### config.mk
export PLATFORM = sky130hd
export DESIGN_NAME = wave_capture_flat
export DESIGN_NICKNAME = d
export VERILOG_FILES = /design/src/rtl/wave_capture_pkg.sv /design/src/rtl/wave_capture_if.sv /design/src/rtl/wave_capture.sv /design/src/flat_wrapper.sv
export SDC_FILE = /design/constraint.sdc
export NUM_CORES = 1
export LEC_CHECK = 0
export ABC_AREA = 1
export CORE_MARGIN = 5
export CORE_UTILIZATION = 48
export CTS_CLUSTER_DIAMETER = 60
export DETAILED_ROUTE_END_ITERATION = 8
export GPL_TIMING_DRIVEN = 0
export PLACE_DENSITY = 0.89
export SYNTH_ARGS = -nofsm -noshare
export SYNTH_HDL_FRONTEND = slang
export SYNTH_SLANG_ARGS = --single-unit
### constraint.sdc
create_clock -name clk -period 2.9 [get_ports clk]
set_clock_uncertainty 0.1 [all_clocks]
set_input_delay 0.435 -clock clk [delete_from_list [all_inputs] [get_ports clk]]
set_output_delay 0.435 -clock clk [all_outputs]
set_load 0.01 [all_outputs]
### src/rtl/wave_capture_pkg.sv
// Shared definitions for the capture / display pair.
// Holds the capture FSM encoding, the capture length and the sample-RAM address width
// so that wave_capture and wave_display agree on buffer geometry.
package wave_capture_pkg;

   // One capture fills one half of the double-buffered sample RAM.
   localparam int unsigned CAPTURE_LEN = 256;
   localparam int unsigned IDX_W       = $clog2(CAPTURE_LEN);
   // {half, index}: one extra bit selects the RAM half.
   localparam int unsigned RAM_ADDR_W  = IDX_W + 1;

   localparam logic [IDX_W-1:0] LastIdx = IDX_W'(CAPTURE_LEN - 1);

   typedef enum logic [1:0] {
      StArmed  = 2'd0,
      StActive = 2'd1,
      StWait   = 2'd2
   } cap_state_e;

endpackage

### src/rtl/wave_capture_if.sv
// Sample-stream / sample-RAM bundle between the audio source, wave_capture and the RAM.
//   new_sample_ready  : one-cycle strobe, new_sample_in valid
//   new_sample_in     : two's-complement audio sample, SAMPLE_W bits
//   wave_display_idle : display is outside its active drawing region
//   write_address     : RAM write address {half, index}
//   write_enable      : RAM write strobe
//   write_sample      : unsigned (offset-binary) 8-bit sample
//   read_index        : RAM half owned by the display
// master: the capture block (drives the RAM side); slave: the surrounding system.
interface wave_capture_if
   import wave_capture_pkg::*;
#(
   parameter int unsigned SAMPLE_W = 16
);

   logic                  new_sample_ready;
   logic [SAMPLE_W-1:0]   new_sample_in;
   logic                  wave_display_idle;
   logic [RAM_ADDR_W-1:0] write_address;
   logic                  write_enable;
   logic [7:0]            write_sample;
   logic                  read_index;

   modport master (
      input  new_sample_ready,
      input  new_sample_in,
      input  wave_display_idle,
      output write_address,
      output write_enable,
      output write_sample,
      output read_index
   );

   modport slave (
      output new_sample_ready,
      output new_sample_in,
      output wave_display_idle,
      input  write_address,
      input  write_enable,
      input  write_sample,
      input  read_index
   );

endinterface

### src/rtl/wave_capture.sv
// Rising-zero-crossing triggered audio capture into a double-buffered sample RAM.
// After a negative-to-non-negative crossing, CAPTURE_LEN consecutive samples are written
// into the half not owned by the display; the block then waits for the display to go idle,
// swaps halves and re-arms.
// Ports:
//   clk    : single clock, rising edge
//   reset  : synchronous active-high reset
//   cap_if : wave_capture_if.master (sample stream in, RAM write port and read_index out)
module wave_capture
   import wave_capture_pkg::*;
#(
   parameter int unsigned SAMPLE_W = 16
) (
   input logic           clk,
   input logic           reset,
   wave_capture_if.master cap_if
);

   // Top 8 bits with the sign inverted: two's complement -> offset binary.
   function automatic logic [7:0] to_offset_binary(input logic [SAMPLE_W-1:0] s);
      return {~s[SAMPLE_W-1], s[SAMPLE_W-2 -: 7]};
   endfunction

   cap_state_e            state_q, state_d;
   logic [IDX_W-1:0]      count_q, count_d;
   logic                  prev_sign_q, prev_sign_d;
   logic                  read_index_q, read_index_d;
   logic                  we_q, we_d;
   logic [RAM_ADDR_W-1:0] waddr_q, waddr_d;
   logic [7:0]            wsample_q, wsample_d;

   logic sample_sign;
   logic trigger;

   assign sample_sign = cap_if.new_sample_in[SAMPLE_W-1];
   assign trigger     = cap_if.new_sample_ready & prev_sign_q & ~sample_sign;

   always_comb begin
      state_d      = state_q;
      count_d      = count_q;
      read_index_d = read_index_q;
      we_d         = 1'b0;
      waddr_d      = waddr_q;
      wsample_d    = wsample_q;
      // Sign history tracks every accepted sample regardless of state.
      prev_sign_d  = cap_if.new_sample_ready ? sample_sign : prev_sign_q;

      unique case (state_q)
         StArmed: begin
            if (trigger) begin
               we_d      = 1'b1;
               waddr_d   = {~read_index_q, {IDX_W{1'b0}}};
               wsample_d = to_offset_binary(cap_if.new_sample_in);
               count_d   = IDX_W'(1);
               state_d   = StActive;
            end
         end
         StActive: begin
            if (cap_if.new_sample_ready) begin
               we_d      = 1'b1;
               waddr_d   = {~read_index_q, count_q};
               wsample_d = to_offset_binary(cap_if.new_sample_in);
               count_d   = count_q + IDX_W'(1);
               if (count_q == LastIdx) begin
                  state_d = StWait;
               end
            end
         end
         StWait: begin
            // Hand the fresh half to the display only while it is not drawing.
            if (cap_if.wave_display_idle) begin
               read_index_d = ~read_index_q;
               state_d      = StArmed;
            end
         end
         default: begin
            state_d = StArmed;
         end
      endcase
   end

   always_ff @(posedge clk) begin
      if (reset) begin
         state_q      <= StArmed;
         count_q      <= '0;
         prev_sign_q  <= 1'b0;
         read_index_q <= 1'b0;
         we_q         <= 1'b0;
         waddr_q      <= '0;
         wsample_q    <= '0;
      end else begin
         state_q      <= state_d;
         count_q      <= count_d;
         prev_sign_q  <= prev_sign_d;
         read_index_q <= read_index_d;
         we_q         <= we_d;
         waddr_q      <= waddr_d;
         wsample_q    <= wsample_d;
      end
   end

   assign cap_if.write_enable  = we_q;
   assign cap_if.write_address = waddr_q;
   assign cap_if.write_sample  = wsample_q;
   assign cap_if.read_index    = read_index_q;

endmodule
### src/flat_wrapper.sv
// flat-port wrapper written by rule: the top's interface ports become plain ports
module wave_capture_flat import wave_capture_pkg::*;
#(
   parameter int unsigned SAMPLE_W = 16
)
  (clk, reset, cap_if_new_sample_ready, cap_if_new_sample_in, cap_if_wave_display_idle, cap_if_write_address, cap_if_write_enable, cap_if_write_sample, cap_if_read_index);
  wave_capture_if #(.SAMPLE_W(SAMPLE_W)) cap_if_i ();
  input logic clk;
  input logic reset;
  input wire logic [$bits(cap_if_i.new_sample_ready)-1:0] cap_if_new_sample_ready;
  input wire logic [$bits(cap_if_i.new_sample_in)-1:0] cap_if_new_sample_in;
  input wire logic [$bits(cap_if_i.wave_display_idle)-1:0] cap_if_wave_display_idle;
  output wire logic [$bits(cap_if_i.write_address)-1:0] cap_if_write_address;
  output wire logic [$bits(cap_if_i.write_enable)-1:0] cap_if_write_enable;
  output wire logic [$bits(cap_if_i.write_sample)-1:0] cap_if_write_sample;
  output wire logic [$bits(cap_if_i.read_index)-1:0] cap_if_read_index;
  assign cap_if_i.new_sample_ready = cap_if_new_sample_ready;
  assign cap_if_i.new_sample_in = cap_if_new_sample_in;
  assign cap_if_i.wave_display_idle = cap_if_wave_display_idle;
  assign cap_if_write_address = cap_if_i.write_address;
  assign cap_if_write_enable = cap_if_i.write_enable;
  assign cap_if_write_sample = cap_if_i.write_sample;
  assign cap_if_read_index = cap_if_i.read_index;
  wave_capture #(.SAMPLE_W(SAMPLE_W)) u_core (.clk(clk), .reset(reset), .cap_if(cap_if_i));
endmodule
After elaboration in Yosys (flattened, before gate mapping)
Index checks and enable logic that the tools add are counted. W data, S select, Z words.

Bits in registers: 30. Bits of input ports: 20. Output and inout bits: 19. Logic and storage cells: 41.

Add/sub/neg operators: 1. Equal/unequal tests: 7. Mux-type cells: 17. Bitwise logic cells: 4. Reductions and logical operators: 5.

Operator list (number): $mux W8 (4); $pmux W8 S2 (2); $mux W9 (2); $pmux W9 S2 (1); $add A8 B1 Y8 const B (1); $eq A8 B8 Y1 const B (1); $mux W2 (4); $pmux W2 S3 (1); $ne A2 B1 Y1 const B (2); $ne A2 B2 Y1 const B (2); $reduce_and A4 Y1 (1); $reduce_and A3 Y1 (1); $and A1 B1 Y1 (2); $eq A2 B1 Y1 const B (1); $eq A2 B2 Y1 const B (1); $logic_not A2 Y1 (1); $mux W1 (2); $not A1 Y1 (2); $pmux W1 S2 (1); $reduce_and A2 Y1 (1); $reduce_bool A2 Y1 (1).

Longest topological paths before layout
Gate-level depths: netlist (run 1).

Word-level depth: 4. Gate-level depth with buffers: 8. Mapped depth without buffers: 8.

Worst setup path before layout (run 1)
OpenSTA, ideal clock, no wires.

Path kind: input-to-reg. Start: input port cap_if_new_sample_ready. End: register u_core.wsample_q[7] (netlist: u_core.cap_if.write_sample[7]). Setup time: 0.116 ns. Arrival time: 1.109 ns. Required time: 2.684 ns. Path slack: 1.574 ns. Stages on the path: 8. Buffers on the path: 1. Cells stage by stage: nand2_1 nor2_1 nand2_2 nand2_4 buf_4 nand2_1 o211ai_1 inv_1.

Longest elaborated chain between the ends: 4. Elaborated cells on any way between the ends: 5. Those cells by class: eq/ne (2); bitwise (2); reduce/logical (1).

RTL lines: from (decl) (RTL line flat_wrapper.sv:10) `input wire logic [$bits(cap_if_i.new_sample_ready)-1:0] cap_if_new_sample_ready;`; $and A1 B1 Y1 (2 in series) (RTL line wave_capture.sv:36) `assign trigger = cap_if.new_sample_ready & prev_sign_q & ~sample_sign;`; $ne A2 B1 Y1 (no line); $reduce_and A3 Y1 (no line) (*); to (signal assigned) (RTL line wave_capture.sv:98) `wsample_q <= wsample_d;`; to (decl) (RTL line wave_capture.sv:30) `logic [7:0] wsample_q, wsample_d;`.

Every way passes the cells marked *; elsewhere a longest branch is shown, timed or not. A chain may end at the register's enable or synchronous reset.

Worst setup path in the final report (run 1)
Start: register u_core.read_index_q (netlist: u_core.cap_if.read_index). End: output port cap_if_read_index.

RTL lines: from (decl) (RTL line wave_capture.sv:27) `logic read_index_q, read_index_d;`; from (signal assigned) (RTL line wave_capture.sv:95) `read_index_q <= read_index_d;`; to (decl) (RTL line flat_wrapper.sv:16) `output wire logic [$bits(cap_if_i.read_index)-1:0] cap_if_read_index;`.

No word-level cell between the ends.

==> results by group, run 1 <==
Clock tree
  • # Post-CTS Setup Buffers: 0
  • CTS max path bufs: 2
  • Num CTS Buffers: 5
  • Clock latency on the worst-skew pair: around 320 ps
  • H-tree Lvls: 2
  • CTS tree: yes
  • Clock root buffer: clkbuf_4
  • Post-CTS sizing: 0
  • Clk sink count: 30
  • CTS clk-pin slew, worst paths: ~80 ps
  • CTS Hold Bufs: 0

Critical path
  • Crit path DAT: 1260 ps
  • Crit path max-delay family: buffers and inverters
  • WP data required: 2370 ps
  • Slowest stage delay, CP: 550 ps
  • CP startpoint kind: register
  • CP Buf/Inv Count: 1
  • Crit Path Max Fanout: 3
  • CP max-delay cell: clkdlybuf4s50_1
  • Critical path type: register to primary output
  • Crit path cell chain: clkdlybuf4s50_1
  • Worst setup EP type: primary output

Floorplan
  • # rows: 18
  • Initial Util: 0.501
  • Die ar.: roughly 0.0037 sq mm
  • Die width: just over 60 microns
  • I/O Pins: 39
  • Die Y: approximately 60 microns
  • Total core area: 0.00248 sq mm

Pwr
  • Combinational Power Share: 0.091
  • P_int: between 0.5 and 0.6 mW
  • Switching Share: 0.232
  • Clock power share: 0.311
  • Overall power: a little over 0.7 mW
  • Net load switching power: between 0.15 and 0.2 mW
  • Worst VDD drop: between 300 and 400 uV
  • Seq pwr share: 0.598
  • Static Leak: 0.621 nW
  • P per Cell Area: around 440 mW/mm^2

Finish
  • Most frequent cells in the layout: 36 x nand2_1, 30 x clkdlybuf4s50_1, 30 x dfxtp_1
  • Share of layout cells above drive strength 1: 0.0941
  • Layout Area Growth over Synthesis: 30.9%
  • Commonest non-fill, non-tap cell in the layout: nand2_1
  • Diodes inserted: 0
  • Fin nets: 223
  • Final Non-Filler Cells: 232
  • Core Util, Final: 0.655

Global route
  • Vias in the first global route: between 1,000 and 1,500
  • First-pass GRT wire length: 4420 microns
  • Met3 usage: 0.0574
  • GR Overflow Total: 0
  • Grt met1 use: 0.187
  • Pin count of the biggest net entering global routing: 11
  • Global-route layer with the greatest usage: met2
  • Met2 Use GR: 0.273
  • Initial antenna violation count: 0
  • GRT Overall Usage: 0.164

Timing
  • Slew Viols, Final: 0
  • Fin crit period: approximately 1800 ps
  • Slew @ Worst Pin: approximately 470 ps
  • Fmax: 558 MHz
  • RSZ-0062 raised after global routing: no
  • Final setup violation count: 0
  • Hold Slack: 360 ps
  • Setup tns final: 0 ps
  • Slew margin rel.: 0.687
  • Hold Fails Final Rpt: 0
  • Final Cycle Share: 0.617

Logic synthesis
  • Net Count, Synth: ~190
  • Share of the synthesized area in the top cell type: 0.484
  • Top cells by area, synth: dfxtp_1 48%, nand2_1 11%, nor2_1 8.5%
  • Area leader, netlist: dfxtp_1
  • Register area share after synthesis: 0.484
  • Post-synthesis register bit count: 30
  • Distinct cells, synth: 23
  • Yosys warnings: 0
  • Cells after synthesis: ~170
  • Mapped cell area: 0.00124 sq mm
  • Average size of a mapped cell: 7.51 sq um

Drt
  • Post-DR vias/cell: 4.94
  • Pre-Repair DR Iteration Count: 4
  • Residual DRC: 0
  • Post-route ant nets: 0
  • Wire per inst: 11.1 microns
  • Via count: 1,146
  • Routed WL: approximately 2600 microns
  • DRT iter0 DRCs: 24

Place
  • Inst Count DP: approximately 230
  • Port buffer count: 30
  • DP HPWL: roughly 2000 microns
  • Gpl congestion: ~0.90

Outcome
  • Status: finished, final reports clean

Job
  • Max Cap Viol: 0

Worst hold path
  • Worst hold path type: register to register
power by group through the flow:
stage                     Clock, mW  Sequential [mW]  Combinational (mW)
after detailed placement          0            0.433              0.0649
final                         0.220            0.424              0.0647
after global placement            0            0.433              0.0635
after global routing          0.246            0.425              0.0711
after CTS                     0.227            0.424              0.0652
after floorplan                   0            0.436              0.0265
final timing paths:
| path | start | to | slack, ps | cells after the start |
|---|---|---|---|---|
| worst min register to register | u_core.cap_if.write_address[6] | u_core.cap_if.write_address[6] | 360 | 2 |
| worst min-delay path | u_core.cap_if.write_address[6] | u_core.cap_if.write_address[6] | 360 | 2 |
| worst max-delay path | u_core.cap_if.read_index | cap_if_read_index | 1110 | 1 |
| worst max register to register | u_core.count_q[0] | u_core.count_q[6] | 1420 | 8 |
cells by family after synthesis:
| family | Yosys count | share of synthesized area |
|---|---|---|
| flops | 30 | 0.484 |
| fa+ha+maj | 1 | 0.0101 |
| simple gates | 81 | 0.288 |
| compound gates | 31 | 0.130 |
| xor+xnor | 1 | 0.00706 |
| buf+inv | 21 | 0.0807 |
registers in the layout (all words and copies together) (netlist names):
| register | cells |
|---|---|
| u_core.cap_if.read_index | 1 |
| u_core.cap_if.write_address | 9 |
| u_core.count_q | 8 |
| u_core.cap_if.write_enable | 1 |
| u_core.prev_sign_q | 1 |
| u_core.state_q | 2 |
| u_core.cap_if.write_sample | 8 |
per-layer routing:
metal	wire length, microns	vias up
li1	-	603
met1	1110	517
met2	1270	19
met3	150	7
met4	51	0
met5	0	-
Yosys cell counts:
| master | number |
|---|---|
| ha_1 | 1 |
| a21oi_1 | 16 |
| nor2_2 | 1 |
| buf_6 | 2 |
| nor2_1 | 28 |
| nand2_4 | 1 |
| a21oi_2 | 1 |
| inv_4 | 1 |
| nand3_2 | 3 |
| o21ai_0 | 11 |
| o21ai_1 | 2 |
| nor3_1 | 1 |
| clkbuf_1 | 2 |
| dfxtp_1 | 30 |
| nand3_1 | 8 |
| buf_4 | 1 |
| nand2_2 | 2 |
| nor2_4 | 1 |
| inv_2 | 1 |
| xor2_1 | 1 |
| inv_1 | 14 |
| o211ai_1 | 1 |
| nand2_1 | 36 |
cell type report:
| cell class | count | area (sq um) |
|---|---|---|
| fillers | 234 | 855 |
| flip-flops and latches | 30 | 601 |
| multi-input cells | 114 | 539 |
| repair buffers | 30 | 300 |
| inverters | 16 | 62.6 |
| clock buffers | 7 | 45.0 |
| plain buffers | 5 | 37.5 |
| well taps | 30 | 37.5 |
stage by stage:
step           setup WS, ps  instance area (sq um)
2_1_floorplan          1570                   1240
3_3_place_gp            888                   1580
3_5_place_dp            878                   1580
4_1_cts                1080                   1620
5_1_grt                1060                   1620
6_report               1110                   1620
Power figures use the tool's default switching activity.
==> run 2: changes to the inputs <==
--- a/config.mk
+++ b/config.mk
@@ -7,11 +7,11 @@
 export LEC_CHECK = 0
 export ABC_AREA = 1
 export CORE_MARGIN = 5
-export CORE_UTILIZATION = 48
+export CORE_UTILIZATION = 41
 export CTS_CLUSTER_DIAMETER = 60
 export DETAILED_ROUTE_END_ITERATION = 8
 export GPL_TIMING_DRIVEN = 0
-export PLACE_DENSITY = 0.89
+export PLACE_DENSITY = 0.82
 export SYNTH_ARGS = -nofsm -noshare
 export SYNTH_HDL_FRONTEND = slang
 export SYNTH_SLANG_ARGS = --single-unit
==> constraint.sdc (replaced) <==
create_clock -name clk -period 1.45 [get_ports clk]
set_clock_uncertainty 0.1 [all_clocks]
set_input_delay 0.2175 -clock clk [delete_from_list [all_inputs] [get_ports clk]]
set_output_delay 0.2175 -clock clk [all_outputs]
set_load 0.01 [all_outputs]
==> run 2 against run 1 <==
Via count shrank 0.44%. Count of clock-buffer cells in the layout fell by 2. Highest routed layer unchanged. Wire length is 3.9% higher. Largest power group unchanged. Worst setup slack got worse by 1000 ps. Critical path type is now register to register. Flip-flop and latch count stayed put. Critical endpoint is now u_core.count_q[6]. Sequential power rose by 100%. Clock power increased to 3.0 times the previous value. Die area rose by 14%. Cell area increased by 3.0%. Combinational power grew 92%. Largest cell class unchanged. Sequential share of layout area decreased by 0.78 points.
==> results by group, run 2 (same netlist as run 1, synthesis figures left out) <==
Critical path
  • CP max-delay cell: dfxtp_2
  • Worst setup EP type: register
  • Crit path max-delay family: simple AND/OR/NAND/NOR gates
  • CP startpoint kind: register
  • Critical path type: register to register
  • Worst setup path startpoint: u_core.count_q[0]
  • Worst reg2reg endpoint: u_core.count_q[6]
  • Crit path DAT: 1470 ps (+210 ps)
  • WP data required: 1580 ps (-790 ps)
  • Slowest stage delay, CP: 370 ps (-180 ps)
  • CP Buf/Inv Count: 0 (-1)
  • Crit path capture: u_core.count_q[6]
  • Crit path depth: 8 (+7)
  • Worst reg2reg path startpoint: u_core.count_q[0]
  • Crit Path Max Fanout: 4 (+1)
  • Cells on worst reg2reg path: 8 (unchanged)
  • Crit path cell chain: ha_1 -> nand2_1 -> nor2_2 -> nand2_1 -> nor2_2 -> nand2_1 -> nand2_1 -> a21oi_2
  • Cell repeated most along the worst path: nand2_1
  • Flop-to-flop setup slack: 110 ps (-1310 ps)

Clock tree
  • Clock root buffer: clkbuf_4
  • CTS max path bufs: 2 (unchanged)
  • Num CTS Buffers: 5 (unchanged)
  • Clock latency on the worst-skew pair: 330 ps (about the same)
  • CTS clk-pin slew, worst paths: 90 ps (about the same)
  • H-tree Lvls: 2 (unchanged)
  • Clk sink count: 30 (unchanged)
  • CTS tree: yes

Timing
  • RSZ-0062 raised after global routing: yes
  • Fmax: about 750 MHz
  • Slew @ Worst Pin: 464 ps (-5.73 ps)
  • Final Cycle Share: 0.922
  • Fin crit period: 1340 ps
  • Slew margin rel.: 0.690 (+0.00382)
  • Setup tns final: 0 ps (unchanged)
  • Hold Fails Final Rpt: 0 (unchanged)
  • Final setup violation count: 0 (unchanged)
  • Slew Viols, Final: 0 (unchanged)

Drt
  • Via count: 1,141 (-0.44%)
  • Pre-Repair DR Iteration Count: 4 (unchanged)
  • Residual DRC: 0 (unchanged)
  • DRT iter0 DRCs: 55 (+130%)
  • Post-DR vias/cell: 4.81 (-2.5%)
  • Routed WL: 2680 microns (+3.9%)
  • Post-route ant nets: 0 (unchanged)
  • Wire per inst: 11.3 microns (+1.7%)

Global route
  • Pin count of the biggest net entering global routing: 11 (unchanged)
  • GR Overflow Total: 0 (unchanged)
  • Vias in the first global route: 1,050 (+0.48%)
  • GRT Overall Usage: 0.142 (-0.0221)
  • Initial antenna violation count: 0 (unchanged)
  • First-pass GRT wire length: 4570 microns (+3.6%)

Floorplan
  • Die ar.: 0.00422 sq mm (+14%)
  • Total core area: 0.00298 sq mm (+20%)
  • Initial Util: 0.416 (-0.0841)
  • # rows: 20 (+2)
  • I/O Pins: 39 (unchanged)
  • Die Y: 65.0 microns (+6.9%)
  • Die width: 65.0 microns (+6.9%)

Pwr
  • Worst VDD drop: 724 uV (+120%)
  • P per Cell Area: 973 mW/mm^2 (+120%)
  • Static Leak: 0.756 nW (+22%)

Job
  • Max Cap Viol: 0 (unchanged)

Finish
  • Layout Area Growth over Synthesis: 34.8%
  • Fin nets: 224 (+0.45%)
  • Commonest non-fill, non-tap cell in the layout: nand2_1
  • Filler cell count in the final layout: 292 (+25%)
  • Final Non-Filler Cells: 237 (+2.2%)
  • Max FFs per register: 9 (unchanged)
  • Share of layout cells above drive strength 1: 0.157 (+0.0628)
  • Most frequent cells in the layout: 36 x nand2_1, 26 x dfxtp_1, 23 x nor2_1
  • Diodes inserted: 0 (unchanged)

Outcome
  • Status: finished, final reports clean

Place
  • DP HPWL: 2030 microns (+3.1%)
  • Inst Count DP: 228 (+1.3%)
  • Gpl congestion: 0.888 (-1.7%)
  • Port buffer count: 30 (unchanged)

Worst hold path
  • Worst hold path type: input pin to register
[run 2: cell count changes in the layout (fill, tap and decap cells not counted), sizes merged]
cell           delta
clkdlybuf4s50    -20
dlygate4sd2      +19
clkbuf            -2
clkinv            +2
buf               +1
bufinv            +1
dlymetal6s2s      +1
[run 2: layer usage]
layer,part of all wire,global-route usage
met3,0.056,0.0451
met5,0,0
met4,0.016,0.0712
met2,0.46,0.227
met1,0.46,0.168
[run 2: final cells by class]
type | instances | area, sq um | area share
sequential | 30 | 606 | 0.362
multi-input combinational | 114 | 557 | 0.333
timing repair buffer | 31 | 287 | 0.171
inverter | 16 | 62.6 | 0.0374
buffer | 5 | 41.3 | 0.0247
tap | 33 | 41.3 | 0.0247
clock inverter | 3 | 40.0 | 0.0240
clock buffer | 5 | 37.5 | 0.0225
[run 2: how the worst min path moves through the flow]
stage | start | end | slack, ps | cells past startpoint
6_report | cap_if_new_sample_ready | u_core.prev_sign_q | 160 | 3
5_1_grt | cap_if_new_sample_ready | u_core.prev_sign_q | 170 | 3
4_1_cts | cap_if_new_sample_in[14] | u_core.cap_if.write_sample[6] | 360 | 3
3_5_place_dp | u_core.cap_if.write_address[4] | u_core.cap_if.write_address[4] | 350 | 2
3_3_place_gp | u_core.prev_sign_q | u_core.prev_sign_q | 350 | 2
2_1_floorplan | reset | u_core.cap_if.write_address[2] | 190 | 1
[run 2: power by group]
group	switching, mW	total (mW)	internal (mW)	leakage [nW]
logic	0.0640	0.124	0.0603	0.466
clock network	0.299	0.655	0.357	0.0450
registers	0.00797	0.847	0.839	0.245
[run 2: timing repair]
item / in CTS / in global routing
resized for setup: 19 / 12
pin swaps: 0 / 2
hold buffers: 0 / 0
setup endpoints to repair: 19 / 22
setup buffers: 0 / 1
[run 2: worst register-to-register path: stages (launching register included)]
cell and delay, ps:
dfxtp_2 370, ha_1 170, nand2_1 80, nor2_2 130
nand2_1 90, nor2_2 130, nand2_1 60, nand2_1 70
a21oi_2 50
[run 2: through the flow]
step                power [mW]  setup slack [ps]  utilization  hold slack, ps  instance area (sq um)
finish                    1.63               113        0.561             158                   1670
floorplan                0.924               153            -             187                   1240
CTS                       1.64              2.46        0.549             360                   1640
detailed placement       0.996              -354        0.531             355                   1580
global placement         0.994              -349        0.531             349                   1580
global route              1.70             -6.11        0.561             168                   1670
